File: config.mk
export PLATFORM = sky130hd
export DESIGN_NAME = hidden_cpu_feeder
export DESIGN_NICKNAME = d
export VERILOG_FILES = /design/src/rtl/hidden_cpu_pkg.sv /design/src/rtl/hidden_cpu_feeder_prog_buffer.sv /design/src/rtl/hidden_cpu_feeder.sv
export SDC_FILE = /design/constraint.sdc
export NUM_CORES = 1
export LEC_CHECK = 0
export ABC_AREA = 1
export ABC_CLOCK_PERIOD_IN_PS = 1800
export CAP_MARGIN = 15
export CORE_UTILIZATION = 55
export CTS_CLUSTER_DIAMETER = 150
export DETAILED_ROUTE_END_ITERATION = 8
export HOLD_SLACK_MARGIN = 0.05
export PLACE_DENSITY_LB_ADDON = 0.12
export SETUP_SLACK_MARGIN = 0.05
export SYNTH_ARGS = -nofsm -noshare
export SYNTH_HDL_FRONTEND = slang
export SYNTH_SLANG_ARGS = --single-unit
File: constraint.sdc
create_clock -name clk -period 1.8 [get_ports clk]
set_input_delay 0.36 -clock clk [delete_from_list [all_inputs] [get_ports clk]]
set_output_delay 0.36 -clock clk [all_outputs]
set_load 0.01 [all_outputs]
File: src/rtl/hidden_cpu_pkg.sv
// ============================================================================
// Module  : hidden_cpu_pkg
// Brief   : Shared definitions for the hidden CPU and its program feeder.
// Revision: 1.0 - initial release
// ============================================================================
`default_nettype none

package hidden_cpu_pkg;

    // CPU pin map on io_in
    localparam int c_pinClk     = 0;
    localparam int c_pinRst     = 1;
    localparam int c_pinInstrLo = 2;
    localparam int c_pinInstrHi = 7;
    localparam int c_instrW     = c_pinInstrHi - c_pinInstrLo + 1;

    // Instruction fields: [5:4] opcode, [3:2] rA, [1:0] rB
    localparam int c_opHi = 5;
    localparam int c_opLo = 4;
    localparam int c_raHi = 3;
    localparam int c_raLo = 2;
    localparam int c_rbHi = 1;
    localparam int c_rbLo = 0;

    localparam logic [1:0] c_opAlu = 2'b00;
    localparam logic [1:0] c_opLdi = 2'b01;
    localparam logic [1:0] c_opBrz = 2'b10;
    localparam logic [1:0] c_opOut = 2'b11;

    typedef enum logic [1:0] {
        IDLE  = 2'd0,
        RESET = 2'd1,
        RUN   = 2'd2,
        DRAIN = 2'd3
    } feeder_state_t;

    function automatic logic [1:0] instrOpcode(input logic [c_instrW-1:0] instr);
        return instr[c_opHi:c_opLo];
    endfunction

endpackage

`default_nettype wire

File: src/rtl/hidden_cpu_feeder_prog_buffer.sv
// ============================================================================
// Module  : prog_buffer
// Brief   : Program store, one synchronous write port, one combinational read.
// Revision: 1.0 - initial release
// ============================================================================
`default_nettype none

module prog_buffer #(
    parameter int DEPTH = 32,
    parameter int AW    = 5,
    parameter int WIDTH = 6
) (
    input  logic             clk,
    input  logic             i_wrEn,
    input  logic [AW-1:0]    i_wrAddr,
    input  logic [WIDTH-1:0] i_wrData,
    input  logic [AW-1:0]    i_rdAddr,
    output logic [WIDTH-1:0] o_rdData
);

    logic [WIDTH-1:0] r_mem [DEPTH];

    // Contents survive reset and clear; only the fill pointer is reset.
    always_ff @(posedge clk) begin
        if (i_wrEn) begin
            r_mem[i_wrAddr] <= i_wrData;
        end
    end

    assign o_rdData = r_mem[i_rdAddr];

endmodule

`default_nettype wire

File: src/rtl/hidden_cpu_feeder.sv
// ============================================================================
// Module  : hidden_cpu_feeder
// Brief   : Buffers a program, sequences the CPU through reset and run, and
//           captures the CPU result stream.
// Revision: 1.0 - initial release
// ============================================================================
`default_nettype none

module hidden_cpu_feeder
    import hidden_cpu_pkg::*;
#(
    parameter int DEPTH      = 32,
    parameter int AW         = 5,
    parameter int MAX_CYCLES = 255
) (
    input  logic                clk,
    input  logic                rst_n,
    input  logic                load_valid,
    output logic                load_ready,
    input  logic [c_instrW-1:0] load_data,
    input  logic                clear,
    input  logic                start,
    input  logic                follow_pc,
    input  logic                stop,
    output logic                busy,
    output logic                done,
    output logic                cpu_rst,
    output logic [c_instrW-1:0] cpu_instr,
    input  logic [7:0]          cpu_out,
    output logic                cap_valid,
    output logic [7:0]          cap_data
);

    localparam logic [7:0]  c_maxCyc = 8'(MAX_CYCLES);
    localparam logic [AW:0] c_depth  = (AW+1)'(DEPTH);

    feeder_state_t       r_state;
    logic [AW:0]         r_count;
    logic [7:0]          r_cyc;
    logic                r_follow;
    logic                r_rstSecond;
    logic                r_busy;
    logic                r_done;
    logic                r_cpuRst;
    logic                r_capValid;
    logic [7:0]          r_capData;

    logic                w_loadFire;
    logic                w_lastLocal;
    logic                w_followEnd;
    logic                w_runEnd;
    logic [7:0]          w_count8;
    logic [AW-1:0]       w_fetchAddr;
    logic [c_instrW-1:0] w_rdData;

    always_comb begin
        w_count8    = 8'(r_count);
        load_ready  = (r_state == IDLE) && (r_count < c_depth) && !clear;
        w_loadFire  = load_valid && load_ready;
        w_fetchAddr = r_follow ? cpu_out[AW-1:0] : r_cyc[AW-1:0];
        w_lastLocal = !r_follow && (r_cyc == w_count8 - 8'd1);
        // An out-of-range pc ends the run before anything is issued.
        w_followEnd = r_follow && (cpu_out >= w_count8);
        w_runEnd    = w_lastLocal || w_followEnd || (r_cyc == c_maxCyc) || stop;
        cpu_instr   = ((r_state == RUN) && !w_followEnd) ? w_rdData : '0;
    end

    prog_buffer #(
        .DEPTH (DEPTH),
        .AW    (AW),
        .WIDTH (c_instrW)
    ) u_progBuffer (
        .clk      (clk),
        .i_wrEn   (w_loadFire),
        .i_wrAddr (r_count[AW-1:0]),
        .i_wrData (load_data),
        .i_rdAddr (w_fetchAddr),
        .o_rdData (w_rdData)
    );

    always_ff @(posedge clk or negedge rst_n) begin
        if (!rst_n) begin
            r_state     <= IDLE;
            r_count     <= '0;
            r_cyc       <= '0;
            r_follow    <= 1'b0;
            r_rstSecond <= 1'b0;
            r_busy      <= 1'b0;
            r_done      <= 1'b0;
            r_cpuRst    <= 1'b1;
            r_capValid  <= 1'b0;
            r_capData   <= '0;
        end else begin
            r_done <= 1'b0;
            case (r_state)
                IDLE: begin
                    // Clear takes priority over a simultaneous start.
                    if (clear) begin
                        r_count <= '0;
                    end else begin
                        if (w_loadFire) begin
                            r_count <= r_count + (AW+1)'(1);
                        end
                        if (start && (r_count != '0)) begin
                            r_follow    <= follow_pc;
                            r_cyc       <= '0;
                            r_rstSecond <= 1'b0;
                            r_busy      <= 1'b1;
                            r_state     <= RESET;
                        end
                    end
                end
                RESET: begin
                    r_rstSecond <= 1'b1;
                    if (r_rstSecond) begin
                        r_cpuRst <= 1'b0;
                        r_state  <= RUN;
                    end
                end
                RUN: begin
                    if (r_cyc != c_maxCyc) begin
                        r_cyc <= r_cyc + 8'd1;
                    end
                    if (w_runEnd) begin
                        r_state <= DRAIN;
                    end
                end
                DRAIN: begin
                    r_busy   <= 1'b0;
                    r_done   <= 1'b1;
                    r_cpuRst <= 1'b1;
                    r_state  <= IDLE;
                end
                default: r_state <= IDLE;
            endcase

            if ((r_state == RUN) || (r_state == DRAIN)) begin
                r_capValid <= 1'b1;
                r_capData  <= cpu_out;
            end else begin
                r_capValid <= 1'b0;
            end
        end
    end

    assign busy      = r_busy;
    assign done      = r_done;
    assign cpu_rst   = r_cpuRst;
    assign cap_valid = r_capValid;
    assign cap_data  = r_capData;

endmodule

`default_nettype wire

; ---- Word level (Yosys, flattened, before mapping)
; Memory sizes are Yosys's and may differ from the RTL's.
; Cells that the tools add are included.
[classes]
addsub = 3
n_lt_le_gt_ge = 2
eq_ne = 11
n_mux = 25
bitwise_logic = 1
n_reduce_logical = 28
[op_table]
columns = cell, count
row1 = 8-bit two-way mux, 3
row2 = 6-bit two-way mux, 3
row3 = 8-bit one-hot mux with 2 select lines, 1
row4 = 2-bit nonzero test, 5
row5 = 1-bit two-way mux, 9
row6 = 3-bit AND reduction, 3
row7 = "8-bit by 1-bit adder with 8-bit output, second input constant", 1
row8 = 8-bit equality test, 1
row9 = "8-bit equality test, second input constant", 1
row10 = 8-bit by 6-bit >= comparator with 1-bit output, 1
row11 = 2-bit two-way mux, 4
row12 = "8-bit != test, second input constant", 1
row13 = 2-bit one-hot mux with 4 select lines, 1
row14 = 4-bit AND reduction, 2
row15 = 1-bit logical AND, 7
row16 = "6-bit by 1-bit subtractor with 7-bit output, second input constant", 1
row17 = "6-bit by 1-bit adder with 6-bit output, second input constant", 1
row18 = "6-bit less-than comparator, second input constant", 1
row19 = "2-bit != test, second input constant", 3
row20 = 1-bit one-hot mux with 2 select lines, 3
row21 = 6-bit nonzero test, 1
row22 = 5-bit two-way mux, 1
row23 = "2-bit equality test, second input constant", 2
row24 = 1-bit logical OR, 4
row25 = other kinds (6), 10
[word_totals]
regBits = 30
ramBits = 192
memories = 1
[memory_table]
columns = name, depth, word_bits, read_ports, rd_ports_with_merged_regs, wr, line
row1 = u_progBuffer.r_mem, 32, 6, 1, 0, 1, hidden_cpu_feeder_prog_buffer.sv:21  ; logic [WIDTH-1:0] r_mem [DEPTH];

; ---- Depth between registers and ports, before layout
[logic_depth]
ltp_word = 8
mapped_depth = 15
depth_no_buf = 15

; ---- Hierarchy
; Synthesis repeated with hierarchy kept, for this count alone.
[hier_totals]
cells_unflattened = 983
area_unflattened_um2 = 9994.6
[by_module_without_submodules]
columns = module, instances, cells_each, area_per_inst_um2, seq_area_each_um2
row1 = prog_buffer, 1, 698, 7957.6, 5765.5
row2 = hidden_cpu_feeder, 1, 285, 2037.0, 752.0

; ---- Least setup slack after synthesis
; Ideal clock, no wire load.
[synth_timing]
path_type = reg2out
start = register r_count[2]
end = output port cpu_instr[0]
t_arrival_ns = 1.726
t_required_ns = 1.440
slack_ns = -0.286
stages_incl_launch_ff = 13
n_path_buf = 1
path_cell_list = dfrtp_1 -> buf_2 -> inv_1 -> ha_1 -> nand2_1 -> inv_1 -> nand2_1 -> nand2_1 -> nand2_1 -> nand3_1 -> a21oi_1 -> nand2_1 -> nor2_1
[synth_via]
elab_chain_cells = 5
[synth_lines]
columns = element, line
row1 = from (decl), hidden_cpu_feeder.sv:38  ; logic [AW:0] r_count;
row2 = from (signal assigned), hidden_cpu_feeder.sv:102  ; r_count <= r_count + (AW+1)'(1);
row3 = 8-bit by 6-bit >= comparator with 1-bit output, hidden_cpu_feeder.sv:63  ; w_followEnd = r_follow && (cpu_out >= w_count8);
row4 = 1-bit logical AND, hidden_cpu_feeder.sv:63
row5 = 1-bit logical NOT, hidden_cpu_feeder.sv:65  ; cpu_instr = ((r_state == RUN) && !w_followEnd) ? w_rdData : '0;
row6 = 1-bit logical AND, hidden_cpu_feeder.sv:65
row7 = 6-bit two-way mux, hidden_cpu_feeder.sv:65
row8 = to (decl), hidden_cpu_feeder.sv:28  ; output logic [c_instrW-1:0] cpu_instr,
; No other way between the ends.

; ---- Worst setup path in the final report
[layout_timing]
start = register r_follow
end = output port cpu_instr[4]
[layout_via]
elab_chain_cells = 4
elab_cells_between_ends = 6
cone_classes = mux: 2 / reduce/logical: 3 / memory: 1
[layout_lines]
columns = element, line
row1 = from (decl), hidden_cpu_feeder.sv:40  ; logic r_follow;
row2 = from (signal assigned), hidden_cpu_feeder.sv:105  ; r_follow <= follow_pc;
row3 = branches (longest 3 deep; another with memory read 32 x 6 bit), n/a
row4 = 6-bit two-way mux (*), hidden_cpu_feeder.sv:65
; Mark *: on every way between the ends.

==> results.tsv <==
stage	metric	value	unit
timing	Setup-failing EPs final	37	
global_routing	vias in the first global route	8060	
clock_tree	clock net sink count	222	
clock_tree	CTS buffer count	24	
worst_setup_path	Worst Path Max Fanout	15	
cells_and_area	Finished Core Util	0.8294	
cells_and_area	Final nets	1213	
cells_and_area	Area Growth Syn to Fin	46.17	%
outcome	violated checks	setup timing	
timing	clk_skew	0.01214	ns
worst_setup_path	WP data arrival	2.54	ns
clock_tree	CTS H-tree lvls	1	
global_routing	pin count of the biggest net entering global routing	33	
cells_and_area	most common cell after layout, fill and taps aside	nand2_1	
place	dpl hpwl	16.61	mm
cells_and_area	post-route design area	14500	µm²
worst_setup_path	CP cell instances	buf_6 -> nand2_4 -> nand2_8 -> buf_4 -> buf_16 -> nand2_1 -> nand3_1 -> nand3_1 -> nand2_1 -> nand2_1 -> nand2_1 -> nor2_2 -> nor2_2 -> buf_2	
power_and_ir_drop	worst vdd ir	1250	µV
detailed_routing	DRC	0	
die	# rows	48	
synthesis	Avg Inst Size Synth	10.37	µm²
place	placed cell areas	11620	µm²
place	RePlAce Congestion	0.8546	
synthesis	dominant cells by area after synthesis	edfxtp_1 (58%), nand2_1 (11%), nand3_1 (9.8%), dfrtp_1 (7.3%), nor2_1 (2.2%)	
synthesis	Syn Inst Count	956	
synthesis	Yosys cell types	31	
clock_tree	Clock Path Buffers	3	
worst_setup_path	Worst Setup End Kind	output port	
cells_and_area	antenna fix cells	0	
clock_tree	clock input transition at the sequential cells of the worst setup and hold paths	0.06	ns
outcome	status	finished with violations	
timing	Worst-Margin Slew	0.5392	ns
synthesis	Synth Net Count	993	
worst_setup_path	Slowest cell on crit path	dfrtp_2	
timing	RSZ-0062 raised after global routing	true	
worst_setup_path	Worst EP required	1.44	ns
timing	Final Worst Setup Slack	-1.098	ns
synthesis	post-synth top area share	0.5814	
worst_setup_path	crit-path max cell delay	0.47	ns
timing	relative slew slack	0.6395	
die	initial core utilization	0.5674	
worst_setup_path	crit start category	flop	
die	io pins	40	
power_and_ir_drop	Cell Pwr Density	1642	nW/µm²
detailed_routing	number of DRC markers in iteration 0	1155	
min_path	worst min path class	in -> async	
detailed_routing	Vias/cell	6.210	
timing	max frequency	0.3450	GHz
clock_tree	Worst-Skew Late Latency	0.52	ns
global_routing	number of antenna violations at the first check in global routing	0	
place	IO buf count	39	
synthesis	Ys Warns	0	
global_routing	GRT Util Overall	0.3320	
die	Die Height	136.3	µm
synthesis	Yosys top cell by area	edfxtp_1	
detailed_routing	vias	8800	
power_and_ir_drop	leakage	5.806	nW
timing	final hold vios	0	
detailed_routing	DR pass1 iterations	6	
timing	WHS	0.2322	ns
global_routing	first-pass GRT wire length	45.26	mm
detailed_routing	remaining antenna violation count after routing	0	
detailed_routing	DR WL/cell	24.14	µm
timing	Pins Over Slew Limit	0	
die	area of the core	17480	µm²
synthesis	Yosys reg bits	222	
worst_setup_path	Crit path top cell by count	nand2_1	
timing	min Tclk post-route	2.898	ns
die	Die Wd	136.3	µm
cells_and_area	share of cells above drive strength 1	0.3750	
detailed_routing	Post-Route WL	34.21	mm
clock_tree	root buf cell	clkbuf_16	
synthesis	post-synthesis sequential area ratio	0.6572	
cells_and_area	most frequent cells in the layout	nand2_1 (264), edfxtp_1 (192), nand3_1 (111), buf_4 (95), nand3_2 (76)	
clock_tree	cts hold-fix bufs	0	
worst_setup_path	crit path kind	reg -> out	
flow_run	Max Cap Violations	0	
timing	fin crit share	1.610	
global_routing	Congestion Overflow GR	0	
clock_tree	TritonCTS clock tree	built	
die	die area	18570	µm²
synthesis	Synth Cell Area	9917	µm²
-- through the flow --
step                instances  total power [mW]  setup slack, ns  TNS [ns]
finish                   1417             23.81           -1.098    -7.193
global route             1417             24.58           -1.249    -14.24
CTS                      1395             21.32          -0.9444    -10.05
detailed placement       1314             14.01           -1.284    -35.49
global placement         1314             13.85           -1.241    -37.57
floorplan                 956             10.69         -0.06368   -0.3821
-- registers in the layout, summed over array words and instances, names as in the netlist --
signal,cells
u_progBuffer.r_mem,192
cap_data,8
r_cyc,8
r_count,6
r_state,2
busy,1
cap_valid,1
cpu_rst,1
done,1
r_follow,1
r_rstSecond,1
-- repair_timing --
action | CTS | global route
setup endpoints to repair | 214 | 220
setup buffers | 31 | 22
pin swaps | 51 | 50
resized for setup | 254 | 136
gates cloned | 11 | 6
-- power by group --
group,total (mW),internal [mW],switching (mW)
clock,4.84,2.79,2.05
combinational,12.9,5.76,7.13
sequential,6.08,5.89,0.189
total,23.8,14.4,9.36
-- cells in the mapped netlist --
cell and n:
dfrtp_1 29, buf_6 7, nor3_1 5, inv_1 54, o31ai_1 3, xor2_1 4, clkbuf_2 2, o21bai_1 1
o21ai_2 3, nand4_1 3, nand2_1 303, o22ai_1 2, nand3_1 195, a211oi_1 1, edfxtp_1 192, clkbuf_1 4
nor2_4 1, nor2_1 57, inv_2 3, buf_4 6, nand2_2 3, ha_1 16, a21oi_1 12, o21ai_0 17
xnor2_1 4, buf_2 24, o21ai_1 1, o211ai_1 1, dfstp_2 1, o21a_1 1, buf_1 1
-- metal layers --
layer | part of all wire | up-vias | GRT usage
li1 | - | 3732 | -
met1 | 0.35 | 4186 | 0.4316
met2 | 0.48 | 704 | 0.5448
met3 | 0.11 | 178 | 0.05667
met4 | 0.059 | 0 | 0.1519
met5 | 0 | - | 0
-- worst paths after layout --
kind | end | slack (ns) | depth (start not counted) | from
max in group asynchronous | cpu_rst$_DFFE_PN1P_ | 1.23 | 2 | rst_n
min reg2reg | cap_data[4]$_DFFE_PN0P_ | 0.49 | 2 | cap_data[4]$_DFFE_PN0P_
max reg2reg | u_progBuffer.r_mem[24][4]$_DFFE_PP_ | -0.05 | 9 | r_state[1]$_DFFE_PN0P_
max | cpu_instr[4] | -1.10 | 14 | r_follow$_DFFE_PN0P_
min in group clk | r_follow$_DFFE_PN0P_ | 0.42 | 3 | follow_pc
min | r_cyc[3]$_DFFE_PN0P_ | 0.23 | 2 | rst_n
-- kinds of logic after synthesis --
| logic type | count (synthesis) | share of synthesized area |
|---|---|---|
| AOI/OAI and AO/OA | 42 | 0.02435 |
| and+or+nand+nor | 567 | 0.2421 |
| DFF | 222 | 0.6572 |
| buffers and inverters | 101 | 0.04908 |
| adders and majority gates | 16 | 0.02019 |
| xor gates and xnor gates | 8 | 0.007065 |
-- critical path: cells and delay by family, from the launching register on --
family	cells	cell delay, ns
buffers and inverters	4	0.59
DFF	1	0.47
and+or+nand+nor	10	0.95
-- layout make-up --
type                            count  area [µm²]
Clock buffer                       28       636.9
Clock inverter                     14       111.4
Fill cell                         859        2982
Inverter                           57       236.5
Multi-Input combinational cell    634        4034
Sequential cell                   222        6521
Tap cell                          225       281.5
Timing Repair Buffer              237        2674
Note: power is estimated with default switching activity, not from simulation.
